## config.mk

```make
export PLATFORM = sky130hd
export DESIGN_NAME = recon_writeback_flat
export DESIGN_NICKNAME = d
export VERILOG_FILES = /design/src/rtl/recon_pkg.sv /design/src/rtl/recon_writeback_if.sv /design/src/rtl/recon_writeback.sv /design/src/flat_wrapper.sv
export SDC_FILE = /design/constraint.sdc
export NUM_CORES = 1
export LEC_CHECK = 0
export CORE_UTILIZATION = 59
export CTS_CLUSTER_SIZE = 14
export DETAILED_ROUTE_END_ITERATION = 6
export PLACE_DENSITY = 0.86
export SLEW_MARGIN = 20
export SYNTH_ARGS = -nofsm -noshare
export SYNTH_HDL_FRONTEND = slang
export SYNTH_SLANG_ARGS = --single-unit
```

## constraint.sdc

```tcl
create_clock -name clk -period 24.8 [get_ports clk]
set_input_delay 2.48 -clock clk [delete_from_list [all_inputs] [get_ports clk]]
set_output_delay 2.48 -clock clk [all_outputs]
set_load 0.005 [all_outputs]
```

## src/rtl/recon_pkg.sv

```systemverilog
// Shared types and helpers for the reconstruction write-back block.
//   wb_state_t  : write-back FSM state (IDLE, LOAD, WRITE).
//   mb_row_addr : linear frame-memory pixel index of the leftmost pixel in
//                 row r of raster block mbnumber. All arithmetic is unsigned
//                 32-bit.
package recon_pkg;

    typedef enum logic [1:0] {
        IDLE  = 2'd0,
        LOAD  = 2'd1,
        WRITE = 2'd2
    } wb_state_t;

    function automatic logic [31:0] mb_row_addr(
        input logic [31:0] mbnumber,
        input logic [31:0] r,
        input logic [31:0] width,
        input logic [31:0] mb_size_w,
        input logic [31:0] mb_size_l
    );
        logic [31:0] mbx;
        mbx = width / mb_size_w;
        return ((mbnumber / mbx) * mb_size_l + r) * width + (mbnumber % mbx) * mb_size_w;
    endfunction

endpackage

```

## src/rtl/recon_writeback_if.sv

```systemverilog
// Block-input and frame-memory row-write channels of recon_writeback.
//   in_valid/in_ready : block handshake; mbnumber is the raster block index
//                       and reconst holds the block pixels (row-major,
//                       pixel 0 in the low byte).
//   wr_en/wr_ready    : row write handshake; wr_addr is the linear pixel
//                       index of the row's leftmost pixel, wr_data holds the
//                       row pixels (leftmost pixel in the low byte).
// Modports: slave = recon_writeback side, master = block source / memory.
interface recon_writeback_if #(
    parameter int MB_SIZE_L = 4,
    parameter int MB_SIZE_W = 4
);
    logic                               in_valid;
    logic                               in_ready;
    logic [31:0]                        mbnumber;
    logic [8*MB_SIZE_L*MB_SIZE_W-1:0]   reconst;
    logic                               wr_en;
    logic                               wr_ready;
    logic [31:0]                        wr_addr;
    logic [8*MB_SIZE_W-1:0]             wr_data;

    modport slave (
        input  in_valid, mbnumber, reconst, wr_ready,
        output in_ready, wr_en, wr_addr, wr_data
    );

    modport master (
        output in_valid, mbnumber, reconst, wr_ready,
        input  in_ready, wr_en, wr_addr, wr_data
    );
endinterface

```

## src/rtl/recon_writeback.sv

```systemverilog
// recon_writeback: takes one reconstructed MB_SIZE_L x MB_SIZE_W block at a
// time and writes it to frame memory one row per accepted write.
// Ports:
//   clk        : clock, rising edge.
//   reset      : asynchronous, active-low reset.
//   bus        : recon_writeback_if.slave (block input + row write channels).
//   blk_done   : one-cycle pulse when the last row of a block is accepted.
//   frame_done : coincident with blk_done for the last block of the frame.
//   range_err  : sticky out-of-range flag, only with RECON_WB_RANGECHK_EN.
// Optional feature macro: RECON_WB_RANGECHK_EN (blocks with mbnumber >= NMB
// are accepted and dropped, and range_err is set until reset).
module recon_writeback
    import recon_pkg::*;
#(
    parameter int WIDTH     = 1280,
    parameter int LENGTH    = 720,
    parameter int MB_SIZE_L = 4,
    parameter int MB_SIZE_W = 4
) (
    input  logic                    clk,
    input  logic                    reset,
    recon_writeback_if.slave        bus,
    output logic                    blk_done,
    output logic                    frame_done
`ifdef RECON_WB_RANGECHK_EN
    ,
    output logic                    range_err
`endif
);

    localparam int MBX      = WIDTH / MB_SIZE_W;
    localparam int NMB      = MBX * (LENGTH / MB_SIZE_L);
    localparam int NPIX     = MB_SIZE_L * MB_SIZE_W;
    localparam int ROW_BITS = 8 * MB_SIZE_W;
    localparam int ROW_W    = (MB_SIZE_L > 1) ? $clog2(MB_SIZE_L) : 1;
    localparam logic [ROW_W-1:0] LAST_ROW = ROW_W'(MB_SIZE_L - 1);
    localparam logic [ROW_W-1:0] ROW_ONE  = ROW_W'(1);
    localparam logic [31:0]      LAST_MB  = 32'(NMB - 1);
    localparam logic [31:0]      WIDTH_U  = 32'(WIDTH);

    wb_state_t              state_reg, state_next;
    logic [8*NPIX-1:0]      blk_reg;
    logic [31:0]            mb_reg;
    logic [ROW_W-1:0]       row_reg;
    logic [31:0]            wr_addr_reg;
    // Holds in_ready low during reset and for the first cycle after it.
    logic                   ready_en_reg;

    logic                   accept;
    logic                   in_range;
    logic                   row_take;
    logic                   last_take;
    logic [ROW_BITS-1:0]    rows [MB_SIZE_L];

    for (genvar gi = 0; gi < MB_SIZE_L; gi++) begin : g_rows
        assign rows[gi] = blk_reg[gi*ROW_BITS +: ROW_BITS];
    end

`ifdef RECON_WB_RANGECHK_EN
    localparam logic [31:0] NMB_U = 32'(NMB);
    logic range_err_reg;

    assign in_range  = (bus.mbnumber < NMB_U);
    assign range_err = range_err_reg;

    always_ff @(posedge clk or negedge reset) begin
        if (!reset) begin
            range_err_reg <= 1'b0;
        end else if (accept && !in_range) begin
            range_err_reg <= 1'b1;
        end
    end
`else
    assign in_range = 1'b1;
`endif

    assign row_take  = (state_reg == WRITE) && bus.wr_ready;
    assign last_take = row_take && (row_reg == LAST_ROW);

    // Ready in IDLE, and also on the cycle the last row leaves so the next
    // block can be taken without an idle bubble.
    assign bus.in_ready = ready_en_reg && ((state_reg == IDLE) || last_take);
    assign accept       = bus.in_valid && bus.in_ready;

    assign bus.wr_en    = (state_reg == WRITE);
    assign bus.wr_addr  = wr_addr_reg;
    assign bus.wr_data  = (state_reg == WRITE) ? rows[row_reg] : '0;

    assign blk_done     = last_take;
    assign frame_done   = last_take && (mb_reg == LAST_MB);

    always_comb begin
        state_next = state_reg;
        case (state_reg)
            IDLE:    if (accept && in_range) state_next = LOAD;
            LOAD:    state_next = WRITE;
            WRITE:   if (last_take) state_next = (accept && in_range) ? LOAD : IDLE;
            default: state_next = IDLE;
        endcase
    end

    always_ff @(posedge clk or negedge reset) begin
        if (!reset) begin
            state_reg    <= IDLE;
            blk_reg      <= '0;
            mb_reg       <= '0;
            row_reg      <= '0;
            wr_addr_reg  <= '0;
            ready_en_reg <= 1'b0;
        end else begin
            ready_en_reg <= 1'b1;
            state_reg    <= state_next;
            // The block input is only sampled on the accept edge.
            if (accept && in_range) begin
                blk_reg <= bus.reconst;
                mb_reg  <= bus.mbnumber;
            end
            if (state_reg == LOAD) begin
                wr_addr_reg <= mb_row_addr(mb_reg, 32'd0, WIDTH_U,
                                           32'(MB_SIZE_W), 32'(MB_SIZE_L));
                row_reg     <= '0;
            end else if (row_take) begin
                // Next row of the same block is exactly one frame line down.
                wr_addr_reg <= wr_addr_reg + WIDTH_U;
                row_reg     <= (row_reg == LAST_ROW) ? '0 : row_reg + ROW_ONE;
            end
        end
    end

endmodule

```

## src/flat_wrapper.sv

```systemverilog
// flat-port wrapper written by rule: the top's interface ports become plain ports
module recon_writeback_flat import recon_pkg::*;
#(
    parameter int WIDTH     = 1280,
    parameter int LENGTH    = 720,
    parameter int MB_SIZE_L = 4,
    parameter int MB_SIZE_W = 4
)
  (clk, reset, blk_done, frame_done, bus_in_valid, bus_mbnumber, bus_reconst, bus_wr_ready, bus_in_ready, bus_wr_en, bus_wr_addr, bus_wr_data);
  recon_writeback_if #(.MB_SIZE_L(MB_SIZE_L), .MB_SIZE_W(MB_SIZE_W)) bus_i ();
  input  logic clk;
  input  logic reset;
  output logic blk_done;
  output logic frame_done;
  input wire logic [$bits(bus_i.in_valid)-1:0] bus_in_valid;
  input wire logic [$bits(bus_i.mbnumber)-1:0] bus_mbnumber;
  input wire logic [$bits(bus_i.reconst)-1:0] bus_reconst;
  input wire logic [$bits(bus_i.wr_ready)-1:0] bus_wr_ready;
  output wire logic [$bits(bus_i.in_ready)-1:0] bus_in_ready;
  output wire logic [$bits(bus_i.wr_en)-1:0] bus_wr_en;
  output wire logic [$bits(bus_i.wr_addr)-1:0] bus_wr_addr;
  output wire logic [$bits(bus_i.wr_data)-1:0] bus_wr_data;
  assign bus_i.in_valid = bus_in_valid;
  assign bus_i.mbnumber = bus_mbnumber;
  assign bus_i.reconst = bus_reconst;
  assign bus_i.wr_ready = bus_wr_ready;
  assign bus_in_ready = bus_i.in_ready;
  assign bus_wr_en = bus_i.wr_en;
  assign bus_wr_addr = bus_i.wr_addr;
  assign bus_wr_data = bus_i.wr_data;
  recon_writeback #(.WIDTH(WIDTH), .LENGTH(LENGTH), .MB_SIZE_L(MB_SIZE_L), .MB_SIZE_W(MB_SIZE_W)) u_core (.clk(clk), .reset(reset), .bus(bus_i), .blk_done(blk_done), .frame_done(frame_done));
endmodule
```

# Word-level counts from Yosys, hierarchy flattened
# Cells that the tools add are included.
# totals
elab_cells,42
out_inout_bits,68
ff_bits,197
in_bits,164
# op_classes
div_mod_pow,2
n_addsub,3
n_reduce_logical,9
order_cmp,1
n_mul,1
eq_ne,6
n_mux,13
bitwise,1
# ops
op,count
two-way mux 32 bit,5
binary-select mux 32 bit (select 2 bit),1
"adder 32 x 11 -> 32 bit, second input constant",1
adder 32 bit,1
"divider 32 x 9 -> 32 bit, second input constant",1
"== test 32 x 16 -> 1 bit, second input constant",1
"modulo 32 x 9 -> 32 bit, second input constant",1
"multiplier 30 x 3 -> 22 bit, second input constant",1
two-way mux 2 bit,5
one-hot mux 2 bit (3 select lines),1
logical AND 1 bit,5
"== test 2 bit, second input constant",2
"!= test 2 x 1 -> 1 bit, second input constant",2
">= comparator 3 bit, second input constant",1
inverter 2 -> 3 bit,1
"adder 2 x 1 -> 2 bit, second input constant",1
"== test 2 x 1 -> 1 bit, second input constant",1
logical NOT 2 bit,1
AND reduction 2 bit,1
nonzero test 2 bit,1
logical OR 1 bit,1
two-way mux 1 bit,1

# Depth between registers and ports, before layout
# Gate-level depths: netlist of the first run.
# logic_depth
depth_word,9
ltp_mapped,62
ltp_nobuf,54

# Worst setup path before layout of the first run
# No wires, ideal clock.
# synth_timing
path_type,reg2reg
start,reg u_core.mb_reg[30]
end,"reg u_core.wr_addr_reg[31], in the netlist u_core.bus.wr_addr[31]"
synth_period_minus_slack_ps,11234
n_path_buf,5
t_required_ps,24696
path_slack_ps,13566
setup_ps,104
arrival_time_ps,11130
stages_incl_launch_ff,59
cell_sequence,dfrtp_1 -> buf_4 -> buf_4 -> and2b_2 -> xnor2_1 -> a221o_1 -> a21o_1 -> buf_2 -> nor2_1 -> o22ai_2 -> and4_4 -> or3_4 -> nor3_4 -> nor3_1 -> or4_4 -> nand2_4 -> mux4_2 -> o311ai_2 -> [... 23 more ...] -> o21ai_0 -> a21oi_1 -> o21bai_1 -> a21oi_1 -> o21ai_0 -> xor2_1 -> ha_1 -> nor2b_1 -> o21a_1 -> o21ai_0 -> nand2b_1 -> a21oi_1 -> o21bai_1 -> a21oi_1 -> o21bai_1 -> a21oi_1 -> xnor2_1 -> a221oi_1
# synth_via
elab_chain_len,4
elab_cells_between_ends,5
classes_between,1 x add/sub; 1 x mul; 2 x div; 1 x mux
# synth_lines
element,line_no,text
"start, declared",recon_writeback.sv:43,logic [31:0] mb_reg;
"start signal, assigned",recon_writeback.sv:116,mb_reg <= bus.mbnumber;
divider 32 x 9 -> 32 bit,recon_pkg.sv:23,return ((mbnumber / mbx) * mb_size_l + r) * width + (mbnumber % mbx) * mb_size_w;
multiplier 30 x 3 -> 22 bit,recon_pkg.sv:23,
adder 32 bit *,recon_pkg.sv:23,
two-way mux 32 bit *,recon_writeback.sv:118,if (state_reg == LOAD) begin
"end signal, assigned",recon_writeback.sv:119,"wr_addr_reg <= mb_row_addr(mb_reg, 32'd0, WIDTH_U,"
"end signal, assigned",recon_writeback.sv:124,wr_addr_reg <= wr_addr_reg + WIDTH_U;
"end, declared",recon_writeback.sv:45,logic [31:0] wr_addr_reg;
# Mark *: on every way between the ends. The rest lies on a longest branch, timed or not.
# A chain may end at the register's enable or synchronous reset.

# Final worst setup path of the first run
# layout_timing
start,reg u_core.mb_reg[26]
end,"reg u_core.wr_addr_reg[31], in the netlist u_core.bus.wr_addr[31]"
# Same word-level chain as after synthesis.

==> results of run 1 <==
## metrics by stage
step           hold slack, ps  area [sq um]  setup WS [ps]  util (%)  std cells
2_1_floorplan             440         14100          13570         -       1744
3_3_place_gp              453         16400          11800      70.2       2192
3_5_place_dp              458         16400          11300      70.2       2192
4_1_cts                   480         17100          11220      73.0       2224
5_1_grt                   499         17100           9830      73.0       2226
6_report                  475         17100          11050      73.0       2226
## per-layer routing
layer	global-route usage (%)	routed length (um)	vias to the layer above
met1	40.7	15700	6388
met4	17.9	1930	2
met5	0	43	-
met3	8.61	3210	107
met2	57.1	19600	540
li1	-	-	6354
## logic make-up after synthesis
| family | after synthesis |
|---|---|
| compound gates | 364 |
| xor+xnor | 58 |
| fa+ha+maj | 67 |
| buf+inv | 165 |
| flops | 195 |
| mux | 41 |
| other cells | 2 |
| simple gates | 830 |
## cell type report
type	instances	area share, %
diodes	2	0.0293
repair buffers	238	13.8
clock inverters	15	1.33
well taps	319	2.34
inverters	56	1.26
multi-input cells	1384	50.2
clock buffers	17	2.49
flip-flops and latches	195	28.6
## path summary, 6_finish.rpt
| kind | from | slack (ps) | end | cells after the start |
|---|---|---|---|---|
| setup / recovery | u_core.mb_reg[26] | 11050 | u_core.bus.wr_addr[31] | 54 |
| hold / removal | u_core.blk_reg[117] | 470 | u_core.blk_reg[117] | 2 |
| setup reg to reg | u_core.mb_reg[26] | 11050 | u_core.bus.wr_addr[31] | 54 |
| hold reg to reg | u_core.blk_reg[117] | 470 | u_core.blk_reg[117] | 2 |
| max in group asynchronous | reset | 21040 | u_core.blk_reg[20] | 2 |
| min in group asynchronous | reset | 2150 | u_core.blk_reg[110] | 1 |
## worst max-delay path: cells and delay by family (launching register included)
kind | cells | cell delay (ps)
DFF | 1 | 820
AOI/OAI and AO/OA | 28 | 6270
and+or+nand+nor | 11 | 3360
muxes | 5 | 1450
xor gates and xnor gates | 2 | 210
buffers and inverters | 4 | 490
adders and majority gates | 4 | 1070
## synthesized netlist by cell type, types with 19 or more instances
master,count
ha_1,60
xnor2_1,39
nor2_1,74
nand3_1,40
and2_1,38
o21ai_0,86
clkbuf_1,74
a21oi_1,80
inv_1,48
nand4_1,19
dfrtp_1,195
nand2_1,550
mux4_2,33
xor2_1,19
==> flow_metrics.py, run 1 <==
metrics = {
    "synthesis": {
        "synth_mux_area_share_pct": 5.97,
        "synth_cell_types": 115,
        "synth-seq-cells": 195,
        "async_reset_ff_share_pct": 100,
        "ys_top_cells_by_area": "dfrtp_1 35%, nand2_1 15%, ha_1 5.3%, mux4_2 5.3%, o21ai_0 3.1%",
        "synth_area_sq_mm": 0.0141,
        "syn_inst": 1722,
        "synth_top_family_by_area": "simple AND/OR/NAND/NOR gates",
        "synth_edf_count": 0,
        "ys.flop_type": "dfrtp_1",
        "ys_warn_count": 0,
        "synthSimpleGateAreaFrac_pct": 26.3,
        "synth_adder_area_share_pct": 5.99,
        "synth_top_cell_area_share_pct": 34.7,
        "synth_area_per_cell_sq_um": 8.16,
        "yosys.area.top_type": "dfrtp_1",
        "synthXorXnorAreaFrac_pct": 3.61,
        "synth_compound_area_share_pct": 18.4,
        "synth_seq_area_share_pct": 34.7,
    },
    "critical_path": {
        "crit_type": "reg2reg",
        "worstPathMaxFanout": 26,
        "max_stage_delay_ps": 820,
        "worst_path_max_delay_cell": "dfrtp_1",
        "required_ps": 25140,
        "worstPathArrival_ps": 14090,
        "path_common_cell": "a21oi_1",
        "worstSetupStartpointType": "flip-flop",
        "end_kind": "flip-flop",
    },
    "grt": {
        "grt_usage_pct": 34.2,
        "grt_max_degree": 123,
        "grt_pass1_vias": 13200,
        "antenna_found_initial": 2,
        "grt_pass1_wl_um": 65800,
        "grt_overflow": 0,
    },
    "cells_and_area": {
        "nets": 2118,
        "layout_common_cells": "549 x nand2_1, 228 x clkdlybuf4s50_1, 194 x dfrtp_1",
        "fillerInstances": 1819,
        "seqCellArea_sq_mm": 0.00488,
        "syn2layout_area_growth_pct": 21.6,
        "multi_input_area_sq_mm": 0.00857,
        "drive_above_1_share_pct": 6.77,
        "largest_reg_flops": 128,
        "final_common_cell": "nand2_1",
    },
    "cts": {
        "cts_max_path_buffers": 2,
        "cts_sinks": 195,
        "cts_buffers": 17,
        "root_buffer": "clkbuf_16",
        "cts-resized-gates": 0,
        "postCtsHoldBufs": 0,
        "cts_tree": "yes",
        "path_clk_slew_ps": 90,
        "clk_latency_ps": 450,
        "postCtsSetupRepairBufs": 0,
        "ctsHtreeMaxLevel": 4,
    },
    "timing": {
        "rsz0062_at_grt": "false",
        "fin_crit_ps": 13750,
        "relSlewSlack_pct": 34.4,
        "finalHoldViolCount": 0,
        "setup_violations": 0,
        "drv_slew": 0,
        "worstMarginPinSlew_ps": 978,
        "max_freq_ghz": 0.0727,
        "period_share_pct": 55.5,
        "setup_tns_ps": 0,
        "skew_ps": 20.0,
    },
    "floorplanning": {
        "io-pin-count": 232,
        "die_w_um": 156,
        "rows": 56,
        "die_area_sq_mm": 0.0244,
        "fp.dieH_um": 156,
        "start_util_pct": 60.1,
        "core_sq_mm": 0.0234,
    },
    "drt": {
        "drc": 0,
        "finalWirelength_um": 40500,
        "post_drt_wl_per_cell_um": 18.2,
        "postRouteAntennaNets": 0,
        "post_drt_via_cell_ratio": 6.02,
        "first_iter_violations": 1002,
        "drt_pre_antenna_iters": 5,
        "num_vias": 13400,
    },
    "place": {
        "port_buffers": 229,
        "gp_congestion": 0.895,
        "dp_hpwl_um": 28400,
    },
    "flow_run": {
        "maxCapViolCount": 0,
    },
    "status": {
        "outcome": "completed",
    },
    "worst_hold_path": {
        "hold_path_class": "reg2reg",
    },
}
Power of run 1 is not shown: default switching activity piles up to over one toggle a cycle in this logic, so the estimate is an artifact.
==> run 2, diff against run 1 <==
--- a/config.mk
+++ b/config.mk
@@ -5,10 +5,10 @@
 export SDC_FILE = /design/constraint.sdc
 export NUM_CORES = 1
 export LEC_CHECK = 0
-export CORE_UTILIZATION = 59
+export CORE_UTILIZATION = 55
 export CTS_CLUSTER_SIZE = 14
 export DETAILED_ROUTE_END_ITERATION = 6
-export PLACE_DENSITY = 0.86
+export PLACE_DENSITY = 0.81
 export SLEW_MARGIN = 20
 export SYNTH_ARGS = -nofsm -noshare
 export SYNTH_HDL_FRONTEND = slang
==> constraint.sdc (replaced) <==
create_clock -name clk -period 12.77 [get_ports clk]
set_input_delay 1.277 -clock clk [delete_from_list [all_inputs] [get_ports clk]]
set_output_delay 1.277 -clock clk [all_outputs]
set_load 0.005 [all_outputs]
==> run 2 against run 1 <==
  * Non-clock buffer count increased by 34
  * Global-route usage fell by 3.0 points
  * Sequential share of layout area is 0.77 points lower
  * Core utilization down 3.0 points
  * Clock skew is 5.7 ps higher
==> flow_metrics.py, run 2 (same netlist as run 1, synthesis figures left out) <==
metrics = {
    "status": {
        "outcome": "completed",
    },
    "place": {
        "gp_congestion": 0.905,
        "placed_area_sq_mm": 0.0165,
        "port_buffers": 229,
        "post-place-ws_ps": 34.0,
        "dp_hpwl_um": 28300,
    },
    "cts": {
        "cts_max_path_buffers": 2,
        "cts_buffers": 17,
        "cts_sinks": 195,
        "root_buffer": "clkbuf_16",
        "clk_latency_ps": 450,
        "path_clk_slew_ps": 90,
        "cts_tree": "yes",
        "ctsHtreeMaxLevel": 4,
        "postCtsHoldBufs": 0,
    },
    "floorplanning": {
        "fp.dieH_um": 162,
        "die_w_um": 162,
        "die_area_sq_mm": 0.0262,
        "rows": 58,
        "io-pin-count": 232,
        "start_util_pct": 56.0,
        "core_sq_mm": 0.0251,
    },
    "worst_hold_path": {
        "hold_path_class": "reg2reg",
    },
    "critical_path": {
        "end_kind": "flip-flop",
        "crit_family": "compound AO/OA/AOI/OAI gates",
        "reg2reg_setup_slack_ps": 590,
        "required_ps": 13120,
        "worstPathArrival_ps": 12520,
        "crit_type": "reg2reg",
        "max_stage_delay_ps": 590,
        "worst_path_max_delay_cell": "or4_4",
        "path_common_cell": "a21oi_2",
        "timing.critical_path.buf_inv": 7,
        "worstSetupStartpointType": "flip-flop",
        "worstPathMaxFanout": 12,
    },
    "drt": {
        "finalWirelength_um": 40700,
        "drc": 0,
        "post_drt_via_cell_ratio": 5.92,
        "post_drt_wl_per_cell_um": 17.9,
        "first_iter_violations": 1128,
        "num_vias": 13400,
        "postRouteAntennaNets": 0,
        "drt_pre_antenna_iters": 7,
    },
    "cells_and_area": {
        "syn2layout_area_growth_pct": 25.2,
        "final_common_cell": "nand2_1",
        "nets": 2153,
        "fin_util_pct": 70.0,
        "fillerInstances": 1968,
        "layout_common_cells": "546 x nand2_1, 228 x clkdlybuf4s50_1, 189 x dfrtp_1",
        "design_area_sq_mm": 0.0176,
        "drive_above_1_share_pct": 10.7,
        "largest_reg_flops": 128,
        "antennaDiodeCount": 0,
    },
    "timing": {
        "max_freq_ghz": 0.0821,
        "setup_ws_ps": 593,
        "setup_tns_ps": 0,
        "period_share_pct": 95.4,
        "setup_violations": 0,
        "worstMarginPinSlew_ps": 1000,
        "relSlewSlack_pct": 33.2,
        "drv_slew": 0,
        "skew_ps": 25.7,
        "finalHoldViolCount": 0,
        "fin_crit_ps": 12180,
    },
    "grt": {
        "grt_overflow": 0,
        "grt_pass1_vias": 12800,
        "antenna_found_initial": 0,
        "grt_usage_pct": 31.2,
        "grt_max_degree": 116,
        "grt_pass1_wl_um": 65200,
    },
    "flow_run": {
        "maxCapViolCount": 0,
    },
}
## run 2: area by class of cell
class | count | area (sq um) | area share, %
clock buffer | 17 | 425 | 2.42
sequential | 195 | 4890 | 27.8
clock inverter | 14 | 183 | 1.04
inverter | 56 | 215 | 1.22
timing repair buffer | 272 | 2620 | 14.9
tap | 330 | 413 | 2.35
multi-input combinational | 1385 | 8840 | 50.3
## run 2: path summary, 6_finish.rpt
| kind | from | end | cells past startpoint |
|---|---|---|---|
| max in group asynchronous | reset | u_core.blk_reg[31] | 2 |
| min in group asynchronous | reset | u_core.blk_reg[77] | 1 |
| max reg2reg | u_core.mb_reg[28] | u_core.bus.wr_addr[31] | 57 |
| min reg2reg | u_core.blk_reg[66] | u_core.blk_reg[66] | 2 |
| max | u_core.mb_reg[28] | u_core.bus.wr_addr[31] | 57 |
| min | u_core.blk_reg[66] | u_core.blk_reg[66] | 2 |
## run 2: per-layer routing
| layer | track usage, % | share of wire, % | vias up |
|---|---|---|---|
| li1 | - | - | 6417 |
| met1 | 40.1 | 41 | 6448 |
| met2 | 52.1 | 49 | 513 |
| met3 | 7.41 | 8.4 | 58 |
| met4 | 9.22 | 2.3 | 0 |
| met5 | 0 | 0 | - |
## run 2: per-stage QoR
| step | hold WS, ps | instances |
|---|---|---|
| 3_3_place_gp | 452 | 2216 |
| 2_1_floorplan | 440 | 1744 |
| 3_5_place_dp | 458 | 2216 |
| 6_report | 476 | 2269 |
| 4_1_cts | 477 | 2247 |
| 5_1_grt | 494 | 2269 |
## run 2: timing repair
action	in CTS	in global routing
resized for setup	2	64
endpoints found under the setup margin	1	8
setup buffers	0	21
pin swaps	0	17
cloned	0	1
## run 2: tightest hold or removal path, stage by stage (launching register included)
cell     delay, ps
dfrtp_1        340
nand2_1         50
nand2_1         60
Power of run 2 is left out for the same reason.
